## config.mk

```make
export PLATFORM = sky130hd
export DESIGN_NAME = gpr_file
export DESIGN_NICKNAME = d
export VERILOG_FILES = /design/src/rtl/gpr_file.sv
export SDC_FILE = /design/constraint.sdc
export NUM_CORES = 1
export LEC_CHECK = 0
export BUFFER_PORTS_ARGS = -buffer_cell sky130_fd_sc_hd__buf_2
export CAP_MARGIN = 10
export CORE_MARGIN = 2
export CORE_UTILIZATION = 55
export CTS_BUF_LIST = sky130_fd_sc_hd__clkbuf_8
export DETAILED_ROUTE_END_ITERATION = 12
export PLACE_DENSITY = 0.71
export SYNTH_ARGS = -nofsm -noshare
export SYNTH_HDL_FRONTEND = slang
export SYNTH_SLANG_ARGS = --single-unit
```

## constraint.sdc

```tcl
create_clock -name clk -period 2.7 [get_ports clk]
set_clock_uncertainty 0.05 [all_clocks]
set_input_delay 0.135 -clock clk [delete_from_list [all_inputs] [get_ports clk]]
set_output_delay 0.135 -clock clk [all_outputs]
set_load 0.03 [all_outputs]
```

## src/rtl/gpr_file.sv

```systemverilog
// General-purpose register file: two combinational read ports with write-through bypass,
// one write port, r0 hardwired to zero, and a post-reset sequencer that clears r1..r(N-1).
//
// state    | meaning
// ---------+-----------------------------------------------------------
// ST_INIT  | clearing mem[clr_ptr] each cycle; writes ignored, reads 0
// ST_READY | normal operation; left only via reset
module gpr_file #(
   parameter int DATA_W     = 32,
   parameter int ADDR_W     = 5,
   parameter int INIT_CLEAR = 1
) (
   input  logic              clk,
   input  logic              reset,
   input  logic [ADDR_W-1:0] rd_addr_0,
   output logic [DATA_W-1:0] rd_data_0,
   input  logic [ADDR_W-1:0] rd_addr_1,
   output logic [DATA_W-1:0] rd_data_1,
   input  logic [ADDR_W-1:0] wr_addr,
   input  logic [DATA_W-1:0] wr_data,
   input  logic              we_,
   output logic              init_busy
);

   localparam int NUM_REGS = 2**ADDR_W;
   localparam logic [ADDR_W:0] LAST_IDX = (ADDR_W+1)'(NUM_REGS-1);

   typedef enum logic {ST_INIT, ST_READY} state_t;
   localparam state_t RST_STATE = (INIT_CLEAR != 0) ? ST_INIT : ST_READY;

   state_t            state, state_nxt;
   logic [ADDR_W:0]   clr_ptr, clr_ptr_nxt;
   logic [DATA_W-1:0] mem [NUM_REGS];
   logic              wr_en;

   always_ff @(posedge clk or negedge reset) begin
      if (!reset) begin
         state   <= RST_STATE;
         clr_ptr <= (ADDR_W+1)'(1);
      end else begin
         state   <= state_nxt;
         clr_ptr <= clr_ptr_nxt;
      end
   end

   always_comb begin
      state_nxt   = state;
      clr_ptr_nxt = clr_ptr;
      case (state)
         ST_INIT: begin
            clr_ptr_nxt = clr_ptr + (ADDR_W+1)'(1);
            if (clr_ptr == LAST_IDX) state_nxt = ST_READY;
         end
         default: state_nxt = ST_READY;
      endcase
   end

   // init_busy comes straight off the state flop, so it is glitch-free for the stall logic
   assign init_busy = (state == ST_INIT);
   assign wr_en     = (state == ST_READY) && !we_ && (wr_addr != '0);

   // Storage has no reset; the clear sequence zeroes it instead
   always_ff @(posedge clk) begin
      if (state == ST_INIT)
         mem[clr_ptr[ADDR_W-1:0]] <= '0;
      else if (wr_en)
         mem[wr_addr] <= wr_data;
   end

   function automatic logic [DATA_W-1:0] rd_mux(input logic [ADDR_W-1:0] addr);
      logic [DATA_W-1:0] val;
      if (!reset || addr == '0 || state == ST_INIT)
         val = '0;
      else if (!we_ && wr_addr == addr)
         val = wr_data;
      else
         val = mem[addr];
      return val;
   endfunction

   always_comb begin
      rd_data_0 = rd_mux(rd_addr_0);
      rd_data_1 = rd_mux(rd_addr_1);
   end

endmodule

```

==> impl_metrics.yaml <==
run_status:
  status: "finished with violations"
  violations: "setup timing"
layout:
  postLayoutCellArea_mm2: 0.0574
  nNetsFinal: 3074
  fillers: 5780
  syn_to_final_growth_pct: 18.8
  utilization_pct: 66.0
  drive_gt1_share_pct: 37.5
clocking:
  clk_latency_ns: 0.85
  clock_sinks: 1031
  cts_root_buf: "clkbuf_8"
  h-tree-depth: 4
  cts_tree: "yes"
  cts_buffers: 166
  clkTransAtPathRegs_ns: 0.06
  clk_path_buf_depth: 3
logic_synthesis:
  async_flop_share_pct: 0.679
  avgSynthCellArea_um2: 18.2
  synth.cell_area_mm2: 0.0484
  synth_ff_type: "edfxtp_1"
  ys_top_cells_by_area: "edfxtp_1, mux4_2, mux2i_1"
  syn-num-nets: 2715
  synth-edff-count: 1024
  ys_types: 57
  ys_seq_area_share_pct: 63.9
  yosysTopAreaCellShare_pct: 63.6
  ys_ff_latch: 1031
  synth_top_area_cell: "edfxtp_1"
  syn_inst: 2664
  ys_warn_count: 0
critical_path:
  cp_data_arrival_time_ns: 2.74
  cp-start-kind: "flop"
  r2r_end: "mem[22][10]$_DFFE_PP_"
  path_max_fanout: 2
  reg2regPathDepth: 6
  crit_end: "rd_data_0[30]"
  end_kind: "primary output"
  cp.required_ns: 2.52
  crit_type: "flop to primary output"
  worst_r2r_startpoint: "clr_ptr[4]$_DFFE_PN0N_"
  startpoint: "mem[7][30]$_DFFE_PP_"
  rrSetupSlack_ns: 0.09
power:
  power_density_mw_per_mm2: 580
  ir_drop_uv: 505
  power_mw: 33.3
  total_leakage_power_nw: 20.6
floorplan:
  rows: 108
  dieArea_mm2: 0.0903
  die_width_um: 301
  dieHeight_um: 301
  fp.coreArea_mm2: 0.0870
  initial_utilization_pct: 55.6
  ios: 115
drt:
  post_drt_via_cell_ratio: 7.33
  via_count: 31497
  ant_nets: 0
  drt_wl_total_um: 157000
  drt_pass1_iterations: 7
  drt_drc_violations_left: 0
  drt-initial-drc-count: 4718
  wl_per_cell_um: 36.5
sta:
  max_freq_ghz: 0.342
  hold_viol: 0
  setup_slack_ns: -0.228
  max-slew-margin-rel_pct: 28.3
  period_minus_slack_ns: 2.93
  finalCritPeriodShare_pct: 108
  finalSetupViolations: 53
  rsz0062_at_grt: "true"
  slew_viol_final: 0
  tightest_slew_ns: 1.07
global_route:
  antenna_found_initial: 10
  grt_pass1_wl_um: 224000
  grt_pass1_vias: 31762
  grt_max_degree: 77
  overflow: 0
  grt_use_total_pct: 35.2
place:
  port-buffer-count: 114
  pre_cts_ws_ns: 0.189
  hpwl_um: 92300
  globalplace.congestion: 0.891
  dpl_cell_area_mm2: 0.0527
flow_run:
  drv_cap: 0
hold_path:
  worstHoldPathType: "primary input to flop"
flip-flops by register name, summed over array words and instances (netlist names):
register / count
clr_ptr: 6
mem: 1024
state: 1
worst min path at each step:
stage / startpoint / to / slack [ns] / depth (start not counted)
global route: wr_addr[1] / mem[19][31]$_DFFE_PP_ / 0.13 / 4
finish: wr_addr[1] / mem[19][31]$_DFFE_PP_ / 0.11 / 4
detailed placement: reset / clr_ptr[5]$_DFFE_PN0N_ / -0.03 / 1
global placement: reset / clr_ptr[5]$_DFFE_PN0N_ / -0.04 / 1
CTS: wr_addr[1] / mem[19][31]$_DFFE_PP_ / 0.02 / 4
floorplan: reset / clr_ptr[1]$_DFFE_PN0N_ / -0.21 / 0
where the power goes:
| group | internal [mW] | switching, mW | total (mW) |
|---|---|---|---|
| Sequential | 17.7 | 0.00780 | 17.7 |
| Clock | 5.89 | 6.24 | 12.1 |
| Combinational | 1.41 | 2.14 | 3.55 |
layer usage:
layer / wire [µm] / vias up / part of all wire [%] / track usage (%)
li1: - / 12139 / - / -
met1: 54400 / 16125 / 35 / 47.7
met2: 71500 / 2672 / 46 / 52.7
met3: 23000 / 555 / 15 / 11.0
met4: 7980 / 6 / 5.1 / 16.3
met5: 30 / - / 0.019 / 0
stage by stage:
stage	setup TNS, ns	hold slack [ns]	std cells
6_report	-3.27	0.112	4296
5_1_grt	-4.47	0.130	4293
4_1_cts	-3.69	0.0173	4291
3_5_place_dp	0	-0.0291	3954
3_3_place_gp	0	-0.0383	3954
2_1_floorplan	-207.81	-0.211	2664
cells by family (layout without fill, tap and decap cells):
family,count (synthesis),in the layout,share of synthesized area [%]
AO/OA/AOI/OAI,440,441,6.53
other,0,4,0
multiplexers,672,672,24.4
AND/OR/NAND/NOR,275,275,2.74
XOR/XNOR,15,15,0.272
buffers and inverters,230,702,2.14
adder cells (fa/ha/maj),1,1,0.0259
flip-flops,1031,1031,63.9
layout make-up:
type | instances | area, µm² | area share, %
diodes | 4 | 10.0 | 0.0174
clock buffers | 172 | 2370 | 4.12
clock inverters | 110 | 505 | 0.880
inverters | 4 | 15.0 | 0.0261
multi-input cells | 1404 | 17700 | 30.8
flip-flops and latches | 1031 | 30900 | 53.8
well taps | 1155 | 1450 | 2.52
repair buffers | 416 | 4480 | 7.81
worst max-delay path: stages, from the launching register on:
cell      delay [ns]
edfxtp_1        0.38
mux4_2          0.49
or3b_4          0.39
o31ai_2         0.07
nor4_1          0.09
a22o_2          0.31
buf_6           0.16
Yosys cell counts (7+ instances only):
cell type,n
nand3_1,25
a21oi_1,89
mux4_2,403
a31oi_1,30
edfxtp_1,1024
o211ai_1,7
nor2b_1,14
o21ai_0,13
mux2_2,9
a211oi_1,9
xnor2_1,9
a221oi_1,10
buf_2,93
o221ai_1,23
o2111ai_1,28
a22oi_1,125
a22o_1,54
o22ai_1,31
nor2_1,55
a32o_1,10
buf_1,15
buf_4,13
mux2i_1,260
nand2_1,93
nor3_1,25
clkbuf_1,104
and2_1,36
cell usage in the layout (no fill, tap or decap), drive strengths merged, types with 5 or more instances in the layout:
cell / count
a32o: 10
a22o: 54
nor2b: 14
o221ai: 23
a31oi: 30
a21oi: 89
and2: 37
edfxtp: 1024
mux4: 403
nand2: 93
mux2i: 260
a211oi: 9
dfrtp: 6
xor2: 6
clkinv: 49
nand2b: 5
nor2: 55
clkbuf: 172
dlygate4sd3: 34
mux2: 9
a221oi: 10
o21ai: 13
xnor2: 9
nor3: 25
nand3: 25
o22ai: 31
a22oi: 125
buf: 382
inv: 62
o211ai: 7
o2111ai: 29
repair_timing:
action / in CTS / in global routing
hold buffers: 34 / 0
pin swaps: 84 / 49
hold endpoints to repair: 1031 / 0
buffers inserted: 17 / 2
setup endpoints to repair: 64 / 62
resized for setup: 238 / 78
gates cloned: 4 / 0
Power figures use the tool's default switching activity.
